--- src/rtl/kf_stream_decoder.sv ---
// ============================================================================
// kf_stream_decoder
// ----------------------------------------------------------------------------
// Purpose:
//   Turns a KryoFlux-format stream byte sequence back into flux intervals and
//   out-of-band (OOB) events. This is the decode counterpart of the stream
//   encoder. It is used on the host-to-device write path and in loopback
//   self-test. Stream-position fields carried in OOB blocks can be
//   cross-checked against a locally kept count of non-OOB bytes.
//
// Configuration macro:
//   KF_DEC_POS_CHECK_EN - when defined, builds the OOB stream-position
//                         comparator that drives pos_error. When undefined,
//                         pos_error is tied low.
//
// Parameters:
//   FLUX_W           width of the decoded flux interval (must be >= 17 so
//                    that one Ovl16 step of 0x10000 fits)
//
// Ports:
//   clk              system clock
//   rst_n            asynchronous active-low reset
//   dec_clear        synchronous clear: back to HDR, counters and flags zeroed
//   in_data[7:0]     stream byte
//   in_valid         stream byte valid
//   in_ready         byte accepted when in_valid && in_ready
//   flux_out_data    decoded flux interval, in sample clocks
//   flux_out_valid   flux word valid, held until accepted
//   flux_out_ready   downstream accept
//   oob_valid        one-cycle pulse when an OOB block completes
//   oob_type         OOB type byte
//   oob_len          OOB payload size
//   oob_word0..2     little-endian words from payload bytes 0-3, 4-7, 8-11
//   stream_position  count of non-OOB bytes accepted (wraps mod 2^32)
//   index_count      number of Index OOBs seen (wraps mod 2^16)
//   stream_done      EOF OOB received
//   pos_error        sticky: OOB position field disagreed with local count
//   ovf_error        sticky: flux accumulator overflow (output saturated)
//
// State table:
//   state        | meaning
//   S_HDR        | waiting for a block header byte
//   S_F2_LO      | Flux2: waiting for the low byte
//   S_F3_HI      | Flux3: waiting for the high byte
//   S_F3_LO      | Flux3: waiting for the low byte
//   S_NOP        | Nop2/Nop3: skipping r_skip filler bytes
//   S_OOB_TYPE   | OOB: waiting for the type byte
//   S_OOB_SZ_LO  | OOB: waiting for the size low byte
//   S_OOB_SZ_HI  | OOB: waiting for the size high byte
//   S_OOB_PAY    | OOB: consuming payload bytes
//   S_DONE       | EOF seen: every byte is discarded until clear/reset
// ============================================================================
module kf_stream_decoder #(
    parameter int FLUX_W = 32
) (
    input  logic              clk,
    input  logic              rst_n,
    input  logic              dec_clear,
    input  logic [7:0]        in_data,
    input  logic              in_valid,
    output logic              in_ready,
    output logic [FLUX_W-1:0] flux_out_data,
    output logic              flux_out_valid,
    input  logic              flux_out_ready,
    output logic              oob_valid,
    output logic [7:0]        oob_type,
    output logic [15:0]       oob_len,
    output logic [31:0]       oob_word0,
    output logic [31:0]       oob_word1,
    output logic [31:0]       oob_word2,
    output logic [31:0]       stream_position,
    output logic [15:0]       index_count,
    output logic              stream_done,
    output logic              pos_error,
    output logic              ovf_error
);

    typedef enum logic [3:0] {
        S_HDR,
        S_F2_LO,
        S_F3_HI,
        S_F3_LO,
        S_NOP,
        S_OOB_TYPE,
        S_OOB_SZ_LO,
        S_OOB_SZ_HI,
        S_OOB_PAY,
        S_DONE
    } state_t;

    localparam logic [FLUX_W:0] OVL_STEP = (FLUX_W+1)'(32'h0001_0000);
    localparam logic [7:0]      T_EOF    = 8'h0D;

    state_t            r_state;
    logic [2:0]        r_hdr_lo;
    logic [7:0]        r_f3_hi;
    logic [1:0]        r_skip;
    logic [FLUX_W-1:0] r_ovl_acc;
    logic              r_ovl_sat;
    logic [7:0]        r_cur_type;
    logic [7:0]        r_len_lo;
    logic [15:0]       r_cur_len;
    logic [15:0]       r_pay_cnt;
    logic [31:0]       r_cur_w0;
    logic [31:0]       r_cur_w1;
    logic [31:0]       r_cur_w2;

    logic [FLUX_W-1:0] r_flux_data;
    logic              r_flux_valid;
    logic              r_oob_valid;
    logic [7:0]        r_oob_type;
    logic [15:0]       r_oob_len;
    logic [31:0]       r_oob_w0;
    logic [31:0]       r_oob_w1;
    logic [31:0]       r_oob_w2;
    logic [31:0]       r_stream_position;
    logic [15:0]       r_index_count;
    logic              r_stream_done;
    logic              r_pos_error;
    logic              r_ovf_error;

    logic              w_accept;
    logic              w_flux_fire;
    logic [15:0]       w_flux_val;
    logic [FLUX_W:0]   w_sum;
    logic [FLUX_W:0]   w_ovl_sum;
    logic              w_pos_inc;
    logic [31:0]       w_w0;
    logic [31:0]       w_w1;
    logic [31:0]       w_w2;
    logic [15:0]       w_done_len;
    logic              w_oob_done;
    logic              w_eof_done;
    logic              w_pos_mismatch;

    // A pending flux word that is not being taken this cycle blocks input;
    // a clear cycle also refuses the byte so it cannot leak past the clear.
    assign in_ready = rst_n && !(r_flux_valid && !flux_out_ready) && !dec_clear;
    assign w_accept = in_valid && in_ready;

    always_comb begin
        w_flux_fire = 1'b0;
        w_flux_val  = 16'h0000;
        if (w_accept) begin
            case (r_state)
                S_HDR: begin
                    if (in_data >= 8'h0E) begin
                        w_flux_fire = 1'b1;
                        w_flux_val  = {8'h00, in_data};
                    end
                end
                S_F2_LO: begin
                    w_flux_fire = 1'b1;
                    w_flux_val  = {5'b00000, r_hdr_lo, in_data};
                end
                S_F3_LO: begin
                    w_flux_fire = 1'b1;
                    w_flux_val  = {r_f3_hi, in_data};
                end
                default: ;
            endcase
        end
    end

    // One spare bit catches a carry out of the FLUX_W-wide result.
    assign w_sum     = {1'b0, r_ovl_acc} + (FLUX_W+1)'(w_flux_val);
    assign w_ovl_sum = {1'b0, r_ovl_acc} + OVL_STEP;

    always_comb begin
        w_pos_inc = 1'b0;
        if (w_accept) begin
            case (r_state)
                S_HDR:                               w_pos_inc = (in_data != 8'h0D);
                S_F2_LO, S_F3_HI, S_F3_LO, S_NOP:    w_pos_inc = 1'b1;
                default:                             w_pos_inc = 1'b0;
            endcase
        end
    end

    // Shadow payload words with the byte currently on in_data merged in, so a
    // completing payload byte is visible in the published words.
    always_comb begin
        w_w0 = r_cur_w0;
        w_w1 = r_cur_w1;
        w_w2 = r_cur_w2;
        if (r_state == S_OOB_PAY && r_pay_cnt < 16'd12) begin
            case (r_pay_cnt[3:2])
                2'd0:    w_w0[{r_pay_cnt[1:0], 3'b000} +: 8] = in_data;
                2'd1:    w_w1[{r_pay_cnt[1:0], 3'b000} +: 8] = in_data;
                default: w_w2[{r_pay_cnt[1:0], 3'b000} +: 8] = in_data;
            endcase
        end
    end

    assign w_done_len = (r_state == S_OOB_SZ_HI) ? {in_data, r_len_lo} : r_cur_len;

    assign w_eof_done = w_accept && (r_state == S_OOB_SZ_HI) && (r_cur_type == T_EOF);
    assign w_oob_done = w_accept && (r_cur_type != T_EOF) &&
                        (((r_state == S_OOB_SZ_HI) && ({in_data, r_len_lo} == 16'h0000)) ||
                         ((r_state == S_OOB_PAY) && (r_pay_cnt == r_cur_len - 16'd1)));

`ifdef KF_DEC_POS_CHECK_EN
    // OOB bytes never advance the position, so the registered count is the
    // position the block refers to.
    assign w_pos_mismatch = w_oob_done &&
                            (r_cur_type == 8'h01 || r_cur_type == 8'h02 || r_cur_type == 8'h03) &&
                            (w_done_len >= 16'd4) && (w_w0 != r_stream_position);
`else
    assign w_pos_mismatch = 1'b0;
`endif

    always_ff @(posedge clk or negedge rst_n) begin
        if (!rst_n) begin
            r_state           <= S_HDR;
            r_hdr_lo          <= '0;
            r_f3_hi           <= '0;
            r_skip            <= '0;
            r_ovl_acc         <= '0;
            r_ovl_sat         <= 1'b0;
            r_cur_type        <= '0;
            r_len_lo          <= '0;
            r_cur_len         <= '0;
            r_pay_cnt         <= '0;
            r_cur_w0          <= '0;
            r_cur_w1          <= '0;
            r_cur_w2          <= '0;
            r_flux_data       <= '0;
            r_flux_valid      <= 1'b0;
            r_oob_valid       <= 1'b0;
            r_oob_type        <= '0;
            r_oob_len         <= '0;
            r_oob_w0          <= '0;
            r_oob_w1          <= '0;
            r_oob_w2          <= '0;
            r_stream_position <= '0;
            r_index_count     <= '0;
            r_stream_done     <= 1'b0;
            r_pos_error       <= 1'b0;
            r_ovf_error       <= 1'b0;
        end else if (dec_clear) begin
            r_state           <= S_HDR;
            r_hdr_lo          <= '0;
            r_f3_hi           <= '0;
            r_skip            <= '0;
            r_ovl_acc         <= '0;
            r_ovl_sat         <= 1'b0;
            r_cur_type        <= '0;
            r_len_lo          <= '0;
            r_cur_len         <= '0;
            r_pay_cnt         <= '0;
            r_cur_w0          <= '0;
            r_cur_w1          <= '0;
            r_cur_w2          <= '0;
            r_flux_data       <= '0;
            r_flux_valid      <= 1'b0;
            r_oob_valid       <= 1'b0;
            r_oob_type        <= '0;
            r_oob_len         <= '0;
            r_oob_w0          <= '0;
            r_oob_w1          <= '0;
            r_oob_w2          <= '0;
            r_stream_position <= '0;
            r_index_count     <= '0;
            r_stream_done     <= 1'b0;
            r_pos_error       <= 1'b0;
            r_ovf_error       <= 1'b0;
        end else begin
            r_oob_valid <= 1'b0;

            if (r_flux_valid && flux_out_ready) begin
                r_flux_valid <= 1'b0;
            end
            // A new word may land in the same cycle the old one is taken.
            if (w_flux_fire) begin
                r_flux_valid <= 1'b1;
                if (w_sum[FLUX_W] || r_ovl_sat) begin
                    r_flux_data <= '1;
                    r_ovf_error <= 1'b1;
                end else begin
                    r_flux_data <= w_sum[FLUX_W-1:0];
                end
                r_ovl_acc <= '0;
                r_ovl_sat <= 1'b0;
            end

            if (w_pos_inc) begin
                r_stream_position <= r_stream_position + 32'd1;
            end

            if (w_accept) begin
                case (r_state)
                    S_HDR: begin
                        if (in_data <= 8'h07) begin
                            r_hdr_lo <= in_data[2:0];
                            r_state  <= S_F2_LO;
                        end else if (in_data == 8'h09) begin
                            r_skip  <= 2'd1;
                            r_state <= S_NOP;
                        end else if (in_data == 8'h0A) begin
                            r_skip  <= 2'd2;
                            r_state <= S_NOP;
                        end else if (in_data == 8'h0B) begin
                            // Saturate the accumulator once it has carried out.
                            r_ovl_acc <= w_ovl_sum[FLUX_W-1:0];
                            if (w_ovl_sum[FLUX_W]) begin
                                r_ovl_sat <= 1'b1;
                            end
                        end else if (in_data == 8'h0C) begin
                            r_state <= S_F3_HI;
                        end else if (in_data == 8'h0D) begin
                            r_state <= S_OOB_TYPE;
                        end
                    end
                    S_F2_LO: r_state <= S_HDR;
                    S_F3_HI: begin
                        r_f3_hi <= in_data;
                        r_state <= S_F3_LO;
                    end
                    S_F3_LO: r_state <= S_HDR;
                    S_NOP: begin
                        r_skip <= r_skip - 2'd1;
                        if (r_skip == 2'd1) begin
                            r_state <= S_HDR;
                        end
                    end
                    S_OOB_TYPE: begin
                        r_cur_type <= in_data;
                        r_pay_cnt  <= '0;
                        r_cur_w0   <= '0;
                        r_cur_w1   <= '0;
                        r_cur_w2   <= '0;
                        r_state    <= S_OOB_SZ_LO;
                    end
                    S_OOB_SZ_LO: begin
                        r_len_lo <= in_data;
                        r_state  <= S_OOB_SZ_HI;
                    end
                    S_OOB_SZ_HI: begin
                        r_cur_len <= {in_data, r_len_lo};
                        if (r_cur_type == T_EOF) begin
                            r_state <= S_DONE;
                        end else if ({in_data, r_len_lo} == 16'h0000) begin
                            r_state <= S_HDR;
                        end else begin
                            r_state <= S_OOB_PAY;
                        end
                    end
                    S_OOB_PAY: begin
                        r_cur_w0  <= w_w0;
                        r_cur_w1  <= w_w1;
                        r_cur_w2  <= w_w2;
                        r_pay_cnt <= r_pay_cnt + 16'd1;
                        if (r_pay_cnt == r_cur_len - 16'd1) begin
                            r_state <= S_HDR;
                        end
                    end
                    S_DONE:  r_state <= S_DONE;
                    default: r_state <= S_HDR;
                endcase
            end

            if (w_oob_done) begin
                r_oob_valid <= 1'b1;
                r_oob_type  <= r_cur_type;
                r_oob_len   <= w_done_len;
                r_oob_w0    <= w_w0;
                r_oob_w1    <= w_w1;
                r_oob_w2    <= w_w2;
                if (r_cur_type == 8'h02) begin
                    r_index_count <= r_index_count + 16'd1;
                end
            end

            // EOF ignores its size field and reports an empty payload.
            if (w_eof_done) begin
                r_oob_valid   <= 1'b1;
                r_oob_type    <= r_cur_type;
                r_oob_len     <= '0;
                r_oob_w0      <= '0;
                r_oob_w1      <= '0;
                r_oob_w2      <= '0;
                r_stream_done <= 1'b1;
            end

            if (w_pos_mismatch) begin
                r_pos_error <= 1'b1;
            end
        end
    end

    assign flux_out_data   = r_flux_data;
    assign flux_out_valid  = r_flux_valid;
    assign oob_valid       = r_oob_valid;
    assign oob_type        = r_oob_type;
    assign oob_len         = r_oob_len;
    assign oob_word0       = r_oob_w0;
    assign oob_word1       = r_oob_w1;
    assign oob_word2       = r_oob_w2;
    assign stream_position = r_stream_position;
    assign index_count     = r_index_count;
    assign stream_done     = r_stream_done;
    assign ovf_error       = r_ovf_error;

`ifdef KF_DEC_POS_CHECK_EN
    assign pos_error = r_pos_error;
`else
    assign pos_error = 1'b0;
`endif

endmodule

--- config.mk ---
export PLATFORM = sky130hd
export DESIGN_NAME = kf_stream_decoder
export DESIGN_NICKNAME = d
export VERILOG_FILES = /design/src/rtl/kf_stream_decoder.sv
export SDC_FILE = /design/constraint.sdc
export NUM_CORES = 1
export LEC_CHECK = 0
export CORE_MARGIN = 3
export CORE_UTILIZATION = 43
export DETAILED_ROUTE_END_ITERATION = 8
export SYNTH_ARGS = -nofsm -noshare
export SYNTH_HDL_FRONTEND = slang
export SYNTH_SLANG_ARGS = --single-unit
--- constraint.sdc ---
create_clock -name clk -period 6.05 [get_ports clk]
set_input_delay 1.21 -clock clk [delete_from_list [all_inputs] [get_ports clk]]
set_output_delay 1.21 -clock clk [all_outputs]
set_load 0.01 [all_outputs]
==> impl_metrics.env <==
export IMPL_start_util_pct=43.9
export IMPL_library_cell_used_as_clock_root_buffer="sky130_fd_sc_hd__clkbuf_16"
export IMPL_p_leak_nw=9.95
export IMPL_fp_dieArea_mm2=0.0480
export IMPL_vdd_drop_max_uv=178
export IMPL_fp_dieW_um=219
export IMPL_synth_top_cells_by_area="sky130_fd_sc_hd__dfrtp_1, sky130_fd_sc_hd__o21ai_0, sky130_fd_sc_hd__nand2_1"
export IMPL_cts_htree_levels=2
export IMPL_syn2layout_area_growth_pct=21.8
export IMPL_placement_rows=77
export IMPL_largest_net_degree_at_the_start_of_global_routing=163
export IMPL_drt_initial_drc_count=1392
export IMPL_cts_made_buffers=45
export IMPL_ys_ff_latch=398
export IMPL_yosysUniqueCellTypes=76
export IMPL_placed_area_mm2=0.0223
export IMPL_postSynthCellCount=2165
export IMPL_fmaxAchievable_mhz=184
export IMPL_globalRouteOverflowTotal=0
export IMPL_syn_nets=2206
export IMPL_power_density_cell_area_mw_per_mm2=243
export IMPL_crit_arrival_ns=5.83
export IMPL_worst_clock_skew_ns=0.0202
export IMPL_design_area_mm2=0.0238
export IMPL_post_dp_hpwl_um=37700
export IMPL_timing_critical_path_to_type="flip-flop"
export IMPL_finalWorstPathRequiredPeriod_ns=5.45
export IMPL_routed_wirelength_um=55200
export IMPL_setup_tns_ns=0
export IMPL_timing_slew_headroom_pct=18.9
export IMPL_yosys_area_top_type="sky130_fd_sc_hd__dfrtp_1"
export IMPL_syn_avg_cell_area_um2=9.03
export IMPL_clock_latency_ns=0.57
export IMPL_grt_setup_unrepaired="no"
export IMPL_chipHeight_um=219
export IMPL_share_of_synthesized_registers_carrying_an_async_set_or_reset_pct=100
export IMPL_required_ns=6.43
export IMPL_route_detailed_drc=0
export IMPL_route_detailed_wl_per_inst_um=18.7
export IMPL_worst_slew_pin_transition_ns=1.22
export IMPL_holdBufCountCts=0
export IMPL_initial_antenna_violation_count=0
export IMPL_postCtsSetupRepairBufs=0
export IMPL_place_port_buffers=217
export IMPL_drv_cap=0
export IMPL_setup_violations=0
export IMPL_fp_coreArea_mm2=0.0445
export IMPL_drt_pass1_iter_count=5
export IMPL_ctsResizeCount=0
export IMPL_outcome="completed"
export IMPL_synth_top_area_share_pct=51.0
export IMPL_grt_usage_pct=23.0
export IMPL_synth_enable_flop_cells=0
export IMPL_path_class="in2reg"
export IMPL_globalplace_congestion=0.874
export IMPL_fin_nets=2370
export IMPL_routed_via_count=16700
export IMPL_first_global_vias=16100
export IMPL_report_power_total_mw=5.78
export IMPL_boundaryPins=219
export IMPL_yosys_warnings=0
export IMPL_clockBufferDepth=3
export IMPL_drive_above_1_share_pct=5.76
export IMPL_antenna_cells_inserted=0
export IMPL_slew_viols_final=0
export IMPL_ant_nets=0
export IMPL_netlist_top_cells_count="sky130_fd_sc_hd__dfrtp_1, sky130_fd_sc_hd__nand2_1, sky130_fd_sc_hd__o21ai_0"
export IMPL_clock_net_sink_count=398
export IMPL_synth_most_common_cell="sky130_fd_sc_hd__dfrtp_1"
export IMPL_synth_flop_cell="sky130_fd_sc_hd__dfrtp_1"
export IMPL_detail_route_vias_per_cell=5.65
export IMPL_synth_seq_area_share_pct=51.0
export IMPL_tritoncts="done"
export IMPL_post_route_period_util_pct=90.0
export IMPL_crit_path_start_kind="input pin"
export IMPL_clock_pin_slew_on_the_worst_setup_and_hold_paths_ns=0.05
export IMPL_grt_first_pass_wirelength_um=89400
export IMPL_filler_cell_count=4132
export IMPL_tightest_hold_check_type="reg2reg"
export IMPL_cp_max_fo=8
export IMPL_netlist_area_mm2=0.0195
export IMPL_hold_violations=0
==> layout make-up <==
type	count	area, µm²	area share [%]
Tap cell	592	741	3.11
Clock inverter	15	239	1.00
Sequential cell	398	9960	41.8
Multi-Input combinational cell	1612	9030	37.9
Clock buffer	66	1290	5.44
Timing Repair Buffer	252	2460	10.3
Inverter	20	75.1	0.315
==> registers in the layout, indices dropped and copies added, names as in the netlist, 2 cells and up <==
register         cells
r_len_lo             8
oob_len             16
oob_word0           32
r_cur_w2            32
r_ovl_acc           32
r_cur_len           16
r_cur_type           8
r_skip               2
r_f3_hi              8
oob_type             8
index_count         16
r_cur_w0            32
oob_word2           32
r_cur_w1            32
r_pay_cnt           16
r_state              4
stream_position     32
r_hdr_lo             3
oob_word1           32
flux_out_data       32
==> cell families after synthesis <==
logic type,count (synthesis),share of synthesized area [%]
muxes,59,3.14
AOI/OAI and AO/OA,554,15.8
other,1,0.0192
and+or+nand+nor,889,21.5
buffers and inverters,155,3.09
adders and majority gates,28,1.83
xor gates and xnor gates,81,3.63
DFF,398,51.0
==> metrics by stage <==
| stage | instances | utilization [%] | hold WS [ns] | setup WS (ns) |
|---|---|---|---|---|
| floorplan | 2165 | - | 0.450 | 0.657 |
| global route | 2955 | 53.5 | 0.495 | 0.369 |
| detailed placement | 2874 | 50.0 | 0.470 | 0.0531 |
| global placement | 2874 | 50.0 | 0.462 | 0.107 |
| finish | 2955 | 53.5 | 0.480 | 0.603 |
| CTS | 2955 | 53.5 | 0.480 | 0.647 |
==> routing by layer <==
metal	wire [µm]	GRT usage, %	part of all wire (%)
met1	25700	33.2	47
met2	25400	36.6	46
met3	3040	3.38	5.5
met5	0	0	0
met4	1010	5.77	1.8
==> placed cells by master, fill, tap and decap left out, types with 13 or more instances in the layout <==
cell type                         count
sky130_fd_sc_hd__buf_4               34
sky130_fd_sc_hd__nor3_1              24
sky130_fd_sc_hd__clkbuf_16           45
sky130_fd_sc_hd__or4_1               13
sky130_fd_sc_hd__o21ai_1             43
sky130_fd_sc_hd__o211ai_1            13
sky130_fd_sc_hd__a21oi_1            165
sky130_fd_sc_hd__o21ai_0            230
sky130_fd_sc_hd__or3_1               15
sky130_fd_sc_hd__nor4_1              18
sky130_fd_sc_hd__nand2_1            277
sky130_fd_sc_hd__clkdlybuf4s50_1    215
sky130_fd_sc_hd__a31oi_1             27
sky130_fd_sc_hd__xnor2_1             40
sky130_fd_sc_hd__mux2_1              17
sky130_fd_sc_hd__dfrtp_1            398
sky130_fd_sc_hd__mux2i_1             40
sky130_fd_sc_hd__and3_1              34
sky130_fd_sc_hd__nor2b_1             25
sky130_fd_sc_hd__nor2_1             224
sky130_fd_sc_hd__and2_1              24
sky130_fd_sc_hd__ha_1                27
sky130_fd_sc_hd__nand3_1            162
sky130_fd_sc_hd__xor2_1              41
sky130_fd_sc_hd__nand4_1             17
sky130_fd_sc_hd__inv_1               19
==> where the power goes <==
part / internal [mW] / switching, mW / total (mW)
logic: 0.0667 / 0.180 / 0.247
registers: 2.68 / 0.0132 / 2.69
clock network: 1.74 / 1.10 / 2.83
==> critical path: stages <==
cell and delay (ns):
sky130_fd_sc_hd__clkdlybuf4s50_1 0.41, sky130_fd_sc_hd__or4_1 0.69, sky130_fd_sc_hd__o31a_2 0.41, sky130_fd_sc_hd__and2_1 0.17, sky130_fd_sc_hd__ha_1 0.21, sky130_fd_sc_hd__fa_1 0.44
sky130_fd_sc_hd__a211o_1 0.29, sky130_fd_sc_hd__a21oi_1 0.17, sky130_fd_sc_hd__o21ai_0 0.15, sky130_fd_sc_hd__a21oi_1 0.36, sky130_fd_sc_hd__o31a_1 0.32, sky130_fd_sc_hd__o21ai_1 0.23
sky130_fd_sc_hd__a22oi_1 0.59, sky130_fd_sc_hd__o211ai_1 0.18
==> worst paths after layout <==
kind	start	endpoint	slack (ns)	cells after the start
worst max-delay path	in_data[6]	flux_out_data[20]	0.60	14
worst min-delay path	r_cur_w1[24]	r_cur_w1[24]	0.48	2
worst max register to register	r_state[1]	flux_out_data[20]	1.35	15
worst min register to register	r_cur_w1[24]	r_cur_w1[24]	0.48	2
max in group asynchronous	rst_n	r_ovl_acc[30]	3.50	3
min in group asynchronous	rst_n	index_count[6]	0.50	1
No activity file was read; power rests on OpenSTA's default activity.
